`src/rtl/vw_chunk_buffer_if.sv`:
```
// Handshake bundle for vw_chunk_buffer: element write port plus chunked read port.
// The master drives writes and read requests; the slave is the buffer itself.
interface vw_chunk_buffer_if #(
    parameter int VecLength   = 16,
    parameter int WorkingRegs = 4,
    parameter int NBits       = 8
);
    localparam int Chunks = VecLength / WorkingRegs;
    localparam int IdxW   = $clog2(Chunks) + 1;

    logic                           wr_en;
    logic signed [NBits-1:0]        wr_data;
    logic                           wr_ready;
    logic                           overflow;
    logic                           out_data_ready;
    logic [WorkingRegs*NBits-1:0]   out_data;
    logic                           req_chunk_in;
    logic                           req_chunk_ptr_rst;
    logic                           rd_release;
    logic [IdxW-1:0]                rd_chunk_idx;

    modport master (
        output wr_en, wr_data, req_chunk_in, req_chunk_ptr_rst, rd_release,
        input  wr_ready, overflow, out_data_ready, out_data, rd_chunk_idx
    );

    modport slave (
        input  wr_en, wr_data, req_chunk_in, req_chunk_ptr_rst, rd_release,
        output wr_ready, overflow, out_data_ready, out_data, rd_chunk_idx
    );
endinterface

```
`src/rtl/vw_chunk_buffer.sv`:
```
// Ping-pong vector buffer: producer fills one bank element by element while the
// consumer re-reads the other bank in WorkingRegs-wide chunks.
module vw_chunk_buffer #(
    parameter int VecLength   = 16,
    parameter int WorkingRegs = 4,
    parameter int NBits       = 8
) (
    input  logic                 clk_in,
    input  logic                 rst_in,
    vw_chunk_buffer_if.slave     bus
);
    localparam int Chunks = VecLength / WorkingRegs;
    localparam int CIW    = $clog2(Chunks) + 1;
    localparam int WIW    = $clog2(VecLength);

    logic signed [NBits-1:0]      mem [2][VecLength];
    logic [WIW-1:0]               wr_idx;
    logic                         wr_bank;
    logic                         rd_bank;
    logic [1:0]                   full_count;
    logic [1:0]                   full_count_next;
    logic [CIW-1:0]               rd_chunk;
    logic                         overflow_q;
    logic                         wr_fire;
    logic                         wr_done;
    logic                         rd_active;
    logic                         rel;
    logic [WorkingRegs*NBits-1:0] out_data_c;

    assign wr_fire   = bus.wr_en && bus.wr_ready;
    assign wr_done   = wr_fire && (wr_idx == WIW'(VecLength - 1));
    assign rd_active = (full_count != 2'd0);
    assign rel       = rd_active && bus.rd_release;

    assign bus.wr_ready       = (full_count < 2'd2);
    assign bus.overflow       = overflow_q;
    assign bus.out_data_ready = rd_active;
    assign bus.out_data       = out_data_c;
    assign bus.rd_chunk_idx   = rd_chunk;

    // A completed write and a release in the same cycle cancel out.
    always_comb begin
        full_count_next = full_count;
        case ({wr_done, rel})
            2'b10:   full_count_next = full_count + 2'd1;
            2'b01:   full_count_next = full_count - 2'd1;
            default: full_count_next = full_count;
        endcase
    end

    always_comb begin
        out_data_c = '0;
        if (rd_active) begin
            for (int i = 0; i < WorkingRegs; i++) begin
                out_data_c[i*NBits +: NBits] =
                    mem[rd_bank][WIW'(int'(rd_chunk) * WorkingRegs + i)];
            end
        end
    end

    // Storage is deliberately not reset.
    always_ff @(posedge clk_in) begin
        if (wr_fire) begin
            mem[wr_bank][wr_idx] <= bus.wr_data;
        end
    end

    always_ff @(posedge clk_in) begin
        if (rst_in) begin
            wr_idx     <= '0;
            wr_bank    <= 1'b0;
            rd_bank    <= 1'b0;
            full_count <= 2'd0;
            rd_chunk   <= '0;
            overflow_q <= 1'b0;
        end else begin
            full_count <= full_count_next;
            if (bus.wr_en && !bus.wr_ready) begin
                overflow_q <= 1'b1;
            end
            if (wr_done) begin
                wr_idx  <= '0;
                wr_bank <= ~wr_bank;
            end else if (wr_fire) begin
                wr_idx <= wr_idx + WIW'(1);
            end
            if (rel) begin
                rd_chunk <= '0;
                rd_bank  <= ~rd_bank;
            end else if (rd_active && bus.req_chunk_ptr_rst) begin
                rd_chunk <= '0;
            end else if (rd_active && bus.req_chunk_in) begin
                if (rd_chunk == CIW'(Chunks - 1)) begin
                    rd_chunk <= '0;
                end else begin
                    rd_chunk <= rd_chunk + CIW'(1);
                end
            end
        end
    end
endmodule

```
`src/flat_wrapper.sv`:
```
// flat-port wrapper written by rule: the top's interface ports become plain ports
module vw_chunk_buffer_flat 
#(
    parameter int VecLength   = 16,
    parameter int WorkingRegs = 4,
    parameter int NBits       = 8
)
  (clk_in, rst_in, bus_wr_en, bus_wr_data, bus_req_chunk_in, bus_req_chunk_ptr_rst, bus_rd_release, bus_wr_ready, bus_overflow, bus_out_data_ready, bus_out_data, bus_rd_chunk_idx);
  vw_chunk_buffer_if #(.VecLength(VecLength), .WorkingRegs(WorkingRegs), .NBits(NBits)) bus_i ();
  input  logic clk_in;
  input  logic rst_in;
  input wire logic [$bits(bus_i.wr_en)-1:0] bus_wr_en;
  input wire logic [$bits(bus_i.wr_data)-1:0] bus_wr_data;
  input wire logic [$bits(bus_i.req_chunk_in)-1:0] bus_req_chunk_in;
  input wire logic [$bits(bus_i.req_chunk_ptr_rst)-1:0] bus_req_chunk_ptr_rst;
  input wire logic [$bits(bus_i.rd_release)-1:0] bus_rd_release;
  output wire logic [$bits(bus_i.wr_ready)-1:0] bus_wr_ready;
  output wire logic [$bits(bus_i.overflow)-1:0] bus_overflow;
  output wire logic [$bits(bus_i.out_data_ready)-1:0] bus_out_data_ready;
  output wire logic [$bits(bus_i.out_data)-1:0] bus_out_data;
  output wire logic [$bits(bus_i.rd_chunk_idx)-1:0] bus_rd_chunk_idx;
  assign bus_i.wr_en = bus_wr_en;
  assign bus_i.wr_data = bus_wr_data;
  assign bus_i.req_chunk_in = bus_req_chunk_in;
  assign bus_i.req_chunk_ptr_rst = bus_req_chunk_ptr_rst;
  assign bus_i.rd_release = bus_rd_release;
  assign bus_wr_ready = bus_i.wr_ready;
  assign bus_overflow = bus_i.overflow;
  assign bus_out_data_ready = bus_i.out_data_ready;
  assign bus_out_data = bus_i.out_data;
  assign bus_rd_chunk_idx = bus_i.rd_chunk_idx;
  vw_chunk_buffer #(.VecLength(VecLength), .WorkingRegs(WorkingRegs), .NBits(NBits)) u_core (.clk_in(clk_in), .rst_in(rst_in), .bus(bus_i));
endmodule
```
`config.mk`:
```
export PLATFORM = sky130hd
export DESIGN_NAME = vw_chunk_buffer_flat
export DESIGN_NICKNAME = d
export VERILOG_FILES = /design/src/rtl/vw_chunk_buffer_if.sv /design/src/rtl/vw_chunk_buffer.sv /design/src/flat_wrapper.sv
export SDC_FILE = /design/constraint.sdc
export NUM_CORES = 1
export LEC_CHECK = 0
export BUFFER_PORTS_ARGS = -buffer_cell sky130_fd_sc_hd__buf_2
export CORE_MARGIN = 1.5
export CORE_UTILIZATION = 55
export CTS_CLUSTER_SIZE = 16
export DETAILED_ROUTE_END_ITERATION = 8
export PLACE_DENSITY = 0.81
export SLEW_MARGIN = 20
export SYNTH_ARGS = -nofsm -noshare
export SYNTH_HDL_FRONTEND = slang
export SYNTH_SLANG_ARGS = --single-unit
export TNS_END_PERCENT = 30
```
`constraint.sdc`:
```
create_clock -name clk_in -period 2 [get_ports clk_in]
set_input_delay 0.2 -clock clk_in [delete_from_list [all_inputs] [get_ports clk_in]]
set_output_delay 0.2 -clock clk_in [all_outputs]
set_load 0.02 [all_outputs]
```
# Word level (Yosys, flattened, before mapping)
# Memories as Yosys holds them, arrays and structs flattened. A register that Yosys moved wholly into a read port is not among the register bits.
# Cells that the tools add are included.
# totals
register_bits,12
inputBits,14
elab_cells,65
mem_bits_rw,256
output_inout_bits,38
mem_count,1
# classes
n_reduce_logical,12
magnitude_cmp,7
n_bitwise,7
eq_ne,4
add_sub_neg,7
n_mux,21
# memory_table
name,depth,width,rd,rd_clocked_by_memory_dff,wr,line_no,source
u_core.mem,2,128,1,1,1,vw_chunk_buffer.sv:16,logic signed [NBits-1:0] mem [2][VecLength];
# ops
cell,count
$bmux W8 S4,4
$mux W128,1
$mux W8,9
$demux W8 S4,1
$mux W32,1
$ge A4 B5 Y1 const B,4
$not A4 Y4,4
$add A4 B1 Y4 const B,2
$add A4 B2 Y4 const B,2
$logic_and A1 B1 Y1,7
$ge A5 B5 Y1 const B,1
$lt A5 B1 Y1 const B,1
$not A4 Y5,1
$eq A4 B4 Y1 const B,1
$pmux W2 S2,1
$reduce_bool A2 Y1,2
$add A3 B1 Y3 const B,1
$eq A3 B2 Y1 const B,1
$mux W1,3
$mux W3,1
$reduce_or A3 Y1,1
$add A2 B1 Y2 const B,1
$eq A2 B1 Y1 const B,1
$eq A2 B2 Y1 const B,1
5 further kinds,6

# Longest topological paths before layout
# depth
depth_word,6
mapped_depth,8
ltp_nobuf,8

# Worst setup path before layout
# OpenSTA, ideal clock, no wires.
# synth_timing
path_type,reg-to-reg
start,register u_core.full_count[1]
end,"memory u_core.mem[0][24] (netlist name), enable pin"
path_slack_ps,179
n_path_buf,1
synth_period_minus_slack_ps,1821
t_required_ps,1617
setup_time_ps,383
arrival_ps,1438
path_stages_with_launch,5
path_cell_list,dfxtp_1 > buf_6 > and2b_1 > nand2_1 > nor3_1
# synth_via
elab_chain_len,4
# synth_lines
element,line_no,source
start: declaration,vw_chunk_buffer.sv:20,logic [1:0] full_count;
start signal: assignment,vw_chunk_buffer.sv:77,full_count <= full_count_next;
$lt A2 B2 Y1,vw_chunk_buffer.sv:35,assign bus.wr_ready = (full_count < 2'd2);
$logic_and A1 B1 Y1,vw_chunk_buffer.sv:30,assign wr_fire = bus.wr_en && bus.wr_ready;
$mux W1,vw_chunk_buffer.sv:63,if (wr_fire) begin
$mux W128 (implied by the code),vw_chunk_buffer.sv:64,mem[wr_bank][wr_idx] <= bus.wr_data;
end: declaration,vw_chunk_buffer.sv:16,
# No other way between the ends.

# Final worst setup path
# layout_timing
start,register u_core.rd_chunk[0] (netlist: u_core.bus.rd_chunk_idx[0])
end,output port bus_out_data[26]
# layout_via
elab_chain_len,6
# layout_lines
element,line_no,source
start: declaration,vw_chunk_buffer.sv:22,logic [CIW-1:0] rd_chunk;
start signal: assignment,vw_chunk_buffer.sv:96,rd_chunk <= rd_chunk + CIW'(1);
$add A4 B2 Y4,vw_chunk_buffer.sv:56,mem[rd_bank][WIW'(int'(rd_chunk) * WorkingRegs + i)];
$not A4 Y4 (implied by the code),vw_chunk_buffer.sv:56,
$bmux W8 S4,vw_chunk_buffer.sv:56,
$mux W8 (implied by the code) (2 in a row),vw_chunk_buffer.sv:56,
$mux W32,vw_chunk_buffer.sv:53,if (rd_active) begin
end: declaration,flat_wrapper.sv:20,output wire logic [$bits(bus_i.out_data)-1:0] bus_out_data;
# No other way between the ends. The select of a mux whose other input is x is not followed.

==> out/metrics.csv <==
metric;value;unit
Seq cells post-synth;269;
share of layout cells above drive strength 1;41.4;%
CTS Buf Count;25;
Int Pwr;9190;uW
I/O pins;52;
Clock Power Share;43.4;%
Setup TNS Final;-6.12;ns
DR iter-0 viols;816;
worst hold path depth;4;
total power per unit cell area;838;nW/um^2
Hold Crit Class;in -> reg;
total stage count of the critical path;5;
Tot GR Track Use;25.7;%
Cells after Synth;666;
core area;19500;sq um
root buffer cell;clkbuf_16;
switching pwr;2200;uW
max frequency;442;MHz
post-DP HPWL;12800;microns
Area growth syn-to-layout;24.1;%
Reg clk slew, reported paths;0.07;ns
Nets;797;
Mean Syn Cell Area;16.4;sq um
area of the die;20800;sq um
Placer Congestion;0.814;
status;complete, but fails checks;
cell taking the most area after synthesis;edfxtp_1;
DRC;0;
CP max FO;32;
share of the synthesized area in the top cell type;70.2;%
Met3 Wirelength;1830;microns
critical path class;reg -> out;
Seq/Total Area, Yosys;72.6;%
final WL;26800;microns
Clock Latency Late Sink;0.53;ns
Slew headroom;51.1;%
Num Clock Sinks;269;
Cell Rows;51;
Max Cap Viol;0;
Top delay family on crit path;simple AND/OR/NAND/NOR gates;
vias;6556;
most common cell after layout, fill and taps aside;edfxtp_1;
fill count;1156;
CP peak stage delay;0.39;ns
top cells by area, synth;edfxtp_1 70%, mux2_2 6.5%, mux2_4 4.0%;
commonest non-fill, non-tap cells in the layout;256 x edfxtp_1, 58 x mux2_2, 58 x buf_4;
Logic pwr share;2.0;%
H-tree levels;1;
failing checks;setup timing;
Final period util;113;%
M1 wire length;10600;microns
slowest cell on the critical path;dfxtp_2;
Leak;0.00462;uW
peak supply drop;0.791;mV
Die X-Extent;144;microns
vias in the first global route;6615;
antenna violations before repair;0;
initial core utilization;56.1;%
drt pass-1 iters;5;
post-synth cell types;40;
GRT Residual Overflow;0;
measured slew at the worst slew-check pin;0.734;ns
ant diodes;0;
crit path buf inv count;2;
vias per cell;6.19;
largest net degree at the start of global routing;34;
fin. max-slew vios;0;
clk buf depth;3;
synthesized area;11000;sq um
Syn Nets;686;
worst endpoint required time;1.80;ns
Design Power;11400;uW
WHS;0.0301;ns
switching share of power;19.3;%
Ys Warns;0;
endpoints failing hold;0;
arrival time worst endpoint;2.06;ns
PortBufs;51;
CP Capture Type;output pin;
drt wl/cell;25.3;microns
crit-path cells;nand2b_1 -> buf_12 -> o22ai_2 -> nor3_1 -> buf_4;
post-route ant nets;0;
Final min period;2.26;ns
CP Launch Type;flip-flop;
Final WS setup;-0.263;ns
sequential power share;54.6;%
first-pass GRT wire length;38800;microns
Die Ht;144;microns
met2 WL;13400;microns
R2R cell count;7;
Final Setup Violations;32;
CTS tree;done;
Top Layer Used;met4;
RSZ-0062 raised after global routing;true;
clock skew;0.0296;ns
==> cells by family after synthesis <==
| logic type | synth area share [%] |
|---|---|
| flops | 72.6 |
| simple gates | 6.37 |
| compound gates | 6.28 |
| mux | 11.0 |
| buf+inv | 2.74 |
| fa+ha+maj | 0.685 |
| xor+xnor | 0.400 |
==> cell type report <==
type	instances	area [sq um]	area share [%]
repair buffers	124	1360	9.99
flip-flops and latches	269	7960	58.6
inverters	7	26.3	0.193
clock buffers	28	637	4.69
well taps	265	332	2.44
clock inverters	16	206	1.52
multi-input cells	350	3070	22.6
==> routing by layer <==
layer,track usage [%],up-vias
met2,42.7,372
met1,33.7,3288
li1,-,2811
met3,3.91,85
met4,11.7,0
met5,0,-
==> per-stage QoR <==
step / instances / cell area [sq um] / utilization (%) / worst slack (ns)
global route: 1059 / 13600 / 69.6 / -0.327
finish: 1059 / 13600 / 69.6 / -0.263
floorplan: 666 / 11000 / - / 0.179
detailed placement: 985 / 11700 / 59.9 / 0.132
global placement: 985 / 11700 / 59.9 / 0.200
CTS: 1055 / 13400 / 68.5 / -0.197
==> registers in the layout, indices dropped and copies added, names as in the netlist, named ones only <==
signal and count:
u_core.wr_idx 4, u_core.bus.overflow 1, u_core.mem 256, u_core.rd_bank 1, u_core.bus.rd_chunk_idx 3, u_core.full_count 2
u_core.wr_bank 1
==> what timing repair did <==
item / in CTS / in global routing
setup buffers: 10 / 2
pin swaps: 25 / 11
hold endpoints to repair: 10 / 0
resized for setup: 91 / 39
cloned: 13 / 2
hold buffers: 3 / 0
endpoints found under the setup margin: 32 / 33
==> final timing paths <==
kind	from	end	slack (ns)
max	u_core.bus.rd_chunk_idx[0]	bus_out_data[26]	-0.26
min	bus_rd_release	u_core.bus.rd_chunk_idx[0]	0.03
max reg2reg	u_core.wr_idx[0]	u_core.full_count[1]	0.13
min reg2reg	u_core.bus.rd_chunk_idx[2]	u_core.bus.rd_chunk_idx[2]	0.49
==> power groups by stage <==
stage	combinational [uW]	sequential [uW]	clock, uW
2_1_floorplan	74.1	6330	0
3_3_place_gp	188	6330	0
3_5_place_dp	202	6330	0
4_1_cts	215	6210	4930
5_1_grt	245	6210	5200
6_report	231	6210	4940
==> synth_stat cells <==
cell	instances
dfxtp_1	13
o21ai_1	32
or2_1	2
nand3_1	3
buf_1	1
or3b_2	1
ha_1	6
nand2b_1	3
mux2i_1	1
xnor2_1	2
xor2_1	3
nor2b_1	32
buf_8	3
and2_1	1
a21oi_1	5
inv_1	7
nor3_1	36
nand2b_4	1
a311oi_1	1
nor2_1	35
mux2_2	63
buf_4	9
and2b_1	1
nand2_1	9
mux2_1	4
a211o_1	1
o21ai_0	5
buf_6	5
clkbuf_2	1
clkbuf_1	7
edfxtp_1	256
mux2_4	29
buf_2	14
o22ai_1	32
nand3b_1	2
a211oi_1	33
nor3_2	1
o22ai_2	1
or3_1	4
nand3b_4	1
==> worst min-delay path, cell delays in order <==
cell and delay, ns:
buf_2 0.09, o22ai_1 0.07, nand2b_1 0.12, a21oi_1 0.05
No activity file was read; power rests on OpenSTA's default activity.
